### src/rtl/mmio_uart_tx.sv
// mmio_uart_tx: memory-mapped 8N1 UART transmitter with a byte FIFO.
// DATA (BASE) accepts bytes, STATUS (BASE+1) returns
// {11'b0, overflow, full, empty, busy, tx_active} one cycle after the load.
// read_data is zero whenever STATUS is not being returned, so it can be
// OR-ed onto a shared read bus.
module mmio_uart_tx #(
   parameter int unsigned CLKS_PER_BIT = 104,
   parameter int unsigned FIFO_DEPTH   = 8,
   parameter logic [15:0] BASE         = 16'h8020
) (
   input  logic        clock,
   input  logic        reset,
   input  logic [15:0] address,
   input  logic        write_enable,
   input  logic [15:0] write_data,
   input  logic        read_enable,
   output logic [15:0] read_data,
   output logic        read_valid,
   output logic        tx,
   output logic        busy
);

   localparam int unsigned  PTR_W       = (FIFO_DEPTH > 1) ? $clog2(FIFO_DEPTH) : 1;
   localparam logic [15:0]  STATUS_ADDR = BASE + 16'd1;
   localparam logic [15:0]  BAUD_LOAD   = 16'(CLKS_PER_BIT - 1);
   localparam logic [PTR_W:0] DEPTH_C   = (PTR_W + 1)'(FIFO_DEPTH);

   typedef enum logic [1:0] {IDLE, START, DATA, STOP} state_t;

   state_t           state, state_next;
   logic [15:0]      baud, baud_next;
   logic [2:0]       bit_idx, bit_next;
   logic [7:0]       shift, shift_next;
   logic             tx_next;
   logic             pop;

   logic [7:0]       mem [FIFO_DEPTH];
   logic [PTR_W-1:0] rd_ptr, wr_ptr;
   logic [PTR_W:0]   count, count_next;
   logic             overflow;
   logic             empty, full, push, data_wr, status_rd, tx_active;
   logic             unused_hi;

   // Only the low byte of a store is transmitted.
   assign unused_hi = ^write_data[15:8];

   assign data_wr    = write_enable && (address == BASE);
   assign status_rd  = read_enable && (address == STATUS_ADDR);
   assign empty      = (count == '0);
   assign full       = (count == DEPTH_C);
   // Full is judged before any same-cycle pop: a store into a full FIFO is
   // dropped even if the transmitter frees a slot on the same edge.
   assign push       = data_wr && !full;
   assign count_next = count + {{PTR_W{1'b0}}, push} - {{PTR_W{1'b0}}, pop};
   assign tx_active  = (state != IDLE);

   // Frame sequencer: next state, baud reload/countdown, shift and line level.
   always_comb begin
      // NOTE: every output of this block gets a default first so no path
      // leaves a variable unassigned, which would infer a latch.
      state_next = state;
      baud_next  = baud;
      bit_next   = bit_idx;
      shift_next = shift;
      tx_next    = tx;
      pop        = 1'b0;
      case (state)
         IDLE: begin
            if (!empty) begin
               pop        = 1'b1;
               shift_next = mem[rd_ptr];
               state_next = START;
               tx_next    = 1'b0;
               baud_next  = BAUD_LOAD;
            end
         end
         START: begin
            if (baud == 16'd0) begin
               state_next = DATA;
               tx_next    = shift[0];
               bit_next   = 3'd0;
               baud_next  = BAUD_LOAD;
            end else begin
               baud_next = baud - 16'd1;
            end
         end
         DATA: begin
            if (baud == 16'd0) begin
               baud_next = BAUD_LOAD;
               if (bit_idx == 3'd7) begin
                  state_next = STOP;
                  tx_next    = 1'b1;
               end else begin
                  bit_next   = bit_idx + 3'd1;
                  shift_next = shift >> 1;
                  tx_next    = shift[1];
               end
            end else begin
               baud_next = baud - 16'd1;
            end
         end
         STOP: begin
            if (baud == 16'd0) begin
               if (!empty) begin
                  // Chain straight into the next start bit: no idle gap.
                  pop        = 1'b1;
                  shift_next = mem[rd_ptr];
                  state_next = START;
                  tx_next    = 1'b0;
                  baud_next  = BAUD_LOAD;
               end else begin
                  state_next = IDLE;
                  tx_next    = 1'b1;
               end
            end else begin
               baud_next = baud - 16'd1;
            end
         end
         default: state_next = IDLE;
      endcase
   end

   // Sequencer registers; busy is registered from the post-edge view.
   always_ff @(posedge clock or negedge reset) begin
      // NOTE: state registers use non-blocking assignments so every flop
      // samples pre-edge values regardless of statement order.
      if (!reset) begin
         state   <= IDLE;
         baud    <= 16'd0;
         bit_idx <= 3'd0;
         shift   <= 8'h00;
         tx      <= 1'b1;
         busy    <= 1'b0;
      end else begin
         state   <= state_next;
         baud    <= baud_next;
         bit_idx <= bit_next;
         shift   <= shift_next;
         tx      <= tx_next;
         busy    <= (state_next != IDLE) || (count_next != '0);
      end
   end

   // FIFO storage.
   always_ff @(posedge clock) begin
      // NOTE: the data array has no reset; validity is tracked by the reset
      // pointers and count, so clearing storage would only add logic.
      if (push) mem[wr_ptr] <= write_data[7:0];
   end

   // FIFO pointers, occupancy and sticky overflow.
   always_ff @(posedge clock or negedge reset) begin
      if (!reset) begin
         rd_ptr   <= '0;
         wr_ptr   <= '0;
         count    <= '0;
         overflow <= 1'b0;
      end else begin
         if (push) wr_ptr <= wr_ptr + PTR_W'(1);
         if (pop)  rd_ptr <= rd_ptr + PTR_W'(1);
         count <= count_next;
         // A dropped store wins over a clearing STATUS read so the event
         // cannot be lost; the two cannot target one address in one cycle.
         if (data_wr && full) overflow <= 1'b1;
         else if (status_rd)  overflow <= 1'b0;
      end
   end

   // Registered read port: STATUS for one cycle, zero otherwise.
   always_ff @(posedge clock or negedge reset) begin
      if (!reset) begin
         read_data  <= 16'h0000;
         read_valid <= 1'b0;
      end else begin
         read_valid <= status_rd;
         read_data  <= status_rd ? {11'b0, overflow, full, empty, tx_active || !empty, tx_active}
                                 : 16'h0000;
      end
   end

endmodule

### config.mk
export PLATFORM = sky130hd
export DESIGN_NAME = mmio_uart_tx
export DESIGN_NICKNAME = d
export VERILOG_FILES = /design/src/rtl/mmio_uart_tx.sv
export SDC_FILE = /design/constraint.sdc
export NUM_CORES = 1
export LEC_CHECK = 0
export BUFFER_PORTS_ARGS = -buffer_cell sky130_fd_sc_hd__buf_2
export CORE_AREA = 2 2 175 109
export CTS_CLUSTER_DIAMETER = 40
export CTS_CLUSTER_SIZE = 10
export DETAILED_ROUTE_END_ITERATION = 8
export DIE_AREA = 0 0 177 111
export PLACE_DENSITY = 0.46
export SETUP_SLACK_MARGIN = 0.2
export SLEW_MARGIN = 25
export SYNTH_ARGS = -nofsm -noshare
export SYNTH_HDL_FRONTEND = slang
export SYNTH_SLANG_ARGS = --single-unit
### constraint.sdc
create_clock -name clock -period 3.2 [get_ports clock]
set_input_delay 0.16 -clock clock [delete_from_list [all_inputs] [get_ports clock]]
set_output_delay 0.16 -clock clock [all_outputs]
set_load 0.1 [all_outputs]
After elaboration in Yosys (flattened, before gate mapping)

Memories as Yosys holds them, arrays and structs flattened.
Cells that the tools add are included.

Output and inout port bits: 19
Bits of input ports: 36
Word-level logic and storage cells: 87
Memories: 1
Register bits: 48
Memory bits (writable): 64

$add $sub $neg: 6
Reduce and logical (&&, ||, !) cells: 21
Multiplexer cells: 35
Equal/unequal tests: 12

Memory list:

| name | depth | width | rd ports | clocked after memory_dff | write ports | line | text |
|---|---|---|---|---|---|---|---|
| mem  | 8     | 8     | 1        | 0                        | 1           | 37   | `logic [7:0] mem [FIFO_DEPTH];` |

Operators with widths:

| operator                                                             | number |
|---|---|
| 16-bit two-way mux                                                   | 3 |
| 16-bit one-hot mux with 3 select lines                               | 1 |
| 16-bit equality test, second input constant                          | 2 |
| 8-bit two-way mux                                                    | 4 |
| 8-bit one-hot mux with 3 select lines                                | 1 |
| 16-bit zero test                                                     | 1 |
| 16-bit by 1-bit subtractor with 16-bit output, second input constant | 1 |
| 1-bit two-way mux                                                    | 13 |
| 4-bit AND reduction                                                  | 3 |
| 2-bit two-way mux                                                    | 5 |
| 2-bit inequality test, second input constant                         | 5 |
| 3-bit by 1-bit adder with 3-bit output, second input constant        | 3 |
| 3-bit two-way mux                                                    | 3 |
| 2-bit one-hot mux with 4 select lines                                | 1 |
| 2-bit nonzero test                                                   | 4 |
| 3-bit one-hot mux with 2 select lines                                | 1 |
| 5-bit two-way mux                                                    | 1 |
| 4-bit by 1-bit adder with 4-bit output                               | 1 |
| 2-bit equality test, second input constant                           | 2 |
| 4-bit equality test, second input constant                           | 1 |
| 1-bit logical AND                                                    | 4 |
| 4-bit zero test                                                      | 1 |
| 1-bit one-hot mux with 4 select lines                                | 1 |
| 4-bit nonzero test                                                   | 1 |
| 9 further kinds                                                      | 11 |

Longest topological paths before layout

Word-level depth: 7
Mapped depth: 15
Depth with buffers taken out: 14

Least setup slack after synthesis

OpenSTA, ideal clock, no wires.

Kind: register to register
Start: reg baud[0]
End: reg busy
Stages on the path, launching flop included: 16
Library setup time: 0.138 ns
Period minus slack after synthesis: 2.998 ns
Slack: 0.202 ns
Arrival: 2.859 ns
Path buffers: 1
Required time: 3.062 ns
Cells stage by stage: dfrtp_1 inv_1 ha_1 nor2b_1 and4_1 buf_6 a31oi_1 nor3_4 ha_1 inv_1 ha_1 inv_1 fa_1 inv_1 nor4_1 nand4b_1

Longest elaborated chain between the ends: 6
Elaborated cells on any way between the ends: 11
Classes of those cells: add/sub: 1; mux: 6; reduce/logical: 4

RTL lines:

| element                                     | line | text |
|---|---|---|
| start, declared                             | 31   | `logic [15:0] baud, baud_next;` |
| start signal, assigned                      | 136  | `baud <= baud_next;` |
| 16-bit zero test                            | 103  | `if (baud == 16'd0) begin` |
| 1-bit two-way mux                           | 103  |  |
| 1-bit one-hot mux with 2 select lines       | 67   | `case (state)` |
| named net pop                               | 35   | `logic pop;` |
| 4-bit by 1-bit subtractor with 4-bit output | 54   | `assign count_next = count + {{PTR_W{1'b0}}, push} - {{PTR_W{1'b0}}, pop};` |
| named net count_next[1]                     | 39   | `logic [PTR_W:0] count, count_next;` |
| 4-bit nonzero test                          | 140  | `busy <= (state_next != IDLE) \|\| (count_next != '0);` |
| 1-bit logical OR                            | 140  |  |
| end signal, assigned                        | 140  |  |
| end, declared                               | 20   | `output logic busy` |

The timed path passes the listed nets, and every way through them passes these cells.
A chain may end at the register's enable or synchronous reset.

Final worst setup path

Start: reg baud[1]
End: reg busy

The elaborated chain is that of the path after synthesis.

==> summary.txt <==
Global route
  • GR Overflow Total: 0
  • Number of global-route vias before repair: 3320
  • Largest net degree at the start of global routing: 26
  • First-pass GRT wire length: 18.4 mm
  • Initial antenna violation count: 0
  • Gr usage total: 0.123

Timing
  • Setup slack after layout: 0.217 ns
  • Slew Limit Fails: 0
  • Max Clk Rate: 335 MHz
  • RSZ-0062 raised after global routing: true
  • Final min period: 2.98 ns
  • Fin crit share: 0.932
  • Slew HR: 0.440
  • Setup violators final: 0
  • Clock Skew: 0.00850 ns
  • Measured slew at the worst slew-check pin: 0.832 ns
  • Fin. Hold Viols: 0

Synthesis
  • Top FF cell, synth: edfxtp_1
  • Mux cell area share after synthesis: 0.110
  • Mean post-synth cell area: 13.3 um^2
  • Synth Area in Simple Gates: 0.112
  • Synthesized instance count: 399
  • Yosys cell types: 59
  • #FFs+latches synth: 112
  • Warnings from Yosys: 0
  • Yosys top cell area share: 0.362
  • Top post-synthesis cells by area: edfxtp_1 (36%), dfrtp_1 (22%), mux4_2 (6.8%), ha_1 (4.0%), mux2_2 (2.3%)
  • Synth async-reset ratio: 0.429
  • Post-Synth Adder-Cell Area: 0.0439
  • Synth Area in Compound Gates: 0.0905
  • Synthesized area: 5310 um^2
  • Number of synthesized flops with an enable pin: 64
  • Synth Area in XOR/XNOR: 0.00990
  • Main combinational cell family by area after synthesis: simple AND/OR/NAND/NOR gates
  • Yosys top cell by area: edfxtp_1
  • Seq/Total Area, Yosys: 0.589

Setup path
  • Startpoint Class: flop
  • Worst EP required: 3.42 ns
  • Setup CP Type: flop to flop
  • CP Data Arrival Time: 3.21 ns
  • CP max FO: 2
  • CP endpoint kind: flop

Clock tree
  • CTS tree: built
  • Clock root cell: clkbuf_16
  • TritonCTS Buffers: 9
  • Maximum root-to-sink buffer count: 2
  • TritonCTS Sinks: 112
  • Clock transition at path regs: 0.08 ns
  • Depth of the CTS H-tree: 3
  • Clock Latency Late Sink: 0.36 ns

Die
  • Die H: 111 um
  • DIE AREA: 19600 um^2
  • Core Region: 18300 um^2
  • Top-level I/O count: 55
  • Starting Density: 0.290
  • Die width: 177 um
  • Row count: 39

Detailed routing
  • DRT Wirelength: 11.5 mm
  • TritonRoute pass-1 iters: 4
  • DRC errors left: 0
  • Routed Antenna Nets: 0
  • Via Count: 3370
  • Vias/cell: 4.75
  • Initial DRC count: 272
  • DR WL/cell: 16.3 um

Place
  • Port Buffers: 35
  • Post-place setup slack: -0.0304 ns
  • Placed Area: 5870 um^2
  • Dpl hpwl: 8.07 mm
  • Placer congestion estimate: 0.790
  • DP Cell Count: 687

Cells and area
  • Post-layout util: 0.344
  • Post-route cell area: 6290 um^2
  • Area grow syn2layout: 18.6%
  • Diodes inserted: 0
  • Final non-filler cell total: 709
  • Nets: 512
  • Layout cell share with drive strength beyond 1: 0.289

Power and ir drop
  • Peak VDD IR: 0.000208 V
  • Leak: 2.43 nW
  • Total Power: 2.86 mW
  • Pwr dens: 455 nW/um^2

Flow run
  • Max Cap Viol: 0

Status
  • Status: complete, no violations

Hold path
  • Hold Crit Class: input port to flop
-- layer usage --
layer  GRT usage  vias up  part of all wire
met5           0        -                 0
met2       0.169       81              0.41
met3      0.0309       12             0.043
li1            -     1602                 -
met4      0.0375        0             0.015
met1       0.188     1675              0.53
-- through the flow --
stage               setup TNS (ns)  hold slack [ns]
CTS                              0           0.0611
floorplan                        0           -0.136
global route                     0           0.0732
finish                           0           0.0668
global placement                 0            0.196
detailed placement         -0.0304            0.191
-- layout by cell type, fill, tap and decap left out, drive strengths merged, types with 2 or more instances in the layout --
master	count
buf	65
edfxtp	64
dfrtp	47
nand2	26
nor2	25
o21ai	23
inv	23
ha	17
mux4	16
a21oi	16
mux2	11
conb	11
nor3	11
mux2i	10
a31oi	10
clkbuf	9
nand3	8
nor3b	8
nor4	6
nand4	5
a21o	4
xor2	4
o22a	4
o211ai	3
and3	2
or3b	2
or3	2
nor4b	2
xnor2	2
o21a	2
o221ai	2
nor2b	2
clkinv	2
-- path summary, 6_finish.rpt --
path,from,end,slack (ns),cells past startpoint
min in group asynchronous,reset,baud[13]$_DFF_PN0_,0.35,2
max in group asynchronous,reset,tx$_DFFE_PN1P_,2.05,3
hold reg to reg,overflow$_DFFE_PN0P_,read_data[4]$_DFF_PN0_,0.50,2
setup reg to reg,baud[1]$_DFF_PN0_,busy$_DFF_PN0_,0.22,14
setup / recovery,baud[1]$_DFF_PN0_,busy$_DFF_PN0_,0.22,14
hold / removal,write_data[7],mem[6][7]$_DFFE_PP_,0.07,1
-- critical path, stage by stage (launching register included) --
cell      delay (ns)
dfrtp_1         0.39
inv_2           0.09
ha_4            0.12
nor2b_4         0.16
and4_4          0.27
a31oi_4         0.12
nor3_4          0.22
ha_1            0.25
inv_1           0.06
ha_2            0.17
inv_2           0.04
fa_1            0.52
inv_2           0.06
nor4_4          0.27
nand4b_1        0.12
-- flip-flops by register name (all words and copies together), names as in the netlist --
| register | flops |
|---|---|
| baud | 16 |
| bit_idx | 3 |
| busy | 1 |
| count | 4 |
| mem | 64 |
| overflow | 1 |
| rd_ptr | 3 |
| read_data | 5 |
| read_valid | 1 |
| shift | 8 |
| state | 2 |
| tx | 1 |
| wr_ptr | 3 |
-- final cells by class --
cell class / instances / area [um^2]
Clock buffer: 9 / 225
Clock inverter: 7 / 95.1
Fill cell: 1785 / 12000
Inverter: 19 / 71.3
Multi-Input combinational cell: 250 / 2050
Sequential cell: 112 / 3120
Tap cell: 246 / 308
Timing Repair Buffer: 66 / 423
-- logic make-up (layout without fill, tap and decap cells) --
logic type	after synthesis	after routing
DFF	112	112
and+or+nand+nor	104	104
AOI/OAI and AO/OA	74	74
buffers and inverters	47	101
muxes	37	37
adders and majority gates	18	18
xor gates and xnor gates	6	6
other	1	11
-- cells in the mapped netlist, drive strengths merged, types with 11 or more instances --
| master | count |
|---|---|
| a21oi | 16 |
| buf | 18 |
| dfrtp | 47 |
| edfxtp | 64 |
| ha | 17 |
| inv | 19 |
| mux2 | 11 |
| mux4 | 16 |
| nand2 | 26 |
| nor2 | 25 |
| nor3 | 11 |
| o21ai | 23 |
-- report_power, final --
| group | switching [mW] | leakage, nW | total, mW | internal [mW] |
|---|---|---|---|---|
| clock | 0.566 | 0.157 | 1.20 | 0.633 |
| sequential | 0.00318 | 1.17 | 1.54 | 1.53 |
| combinational | 0.0998 | 1.10 | 0.130 | 0.0297 |
| total | 0.669 | 2.43 | 2.86 | 2.20 |
-- timing repair --
item                                   in CTS  in global routing
pin swaps                                   2                  7
gates resized for setup                     7                  9
hold buffers                                1                  0
endpoints found under the hold margin      23                  0
setup endpoints to repair                   1                  1
setup buffers                               1                  4
Note: power is estimated with default switching activity, not from simulation.
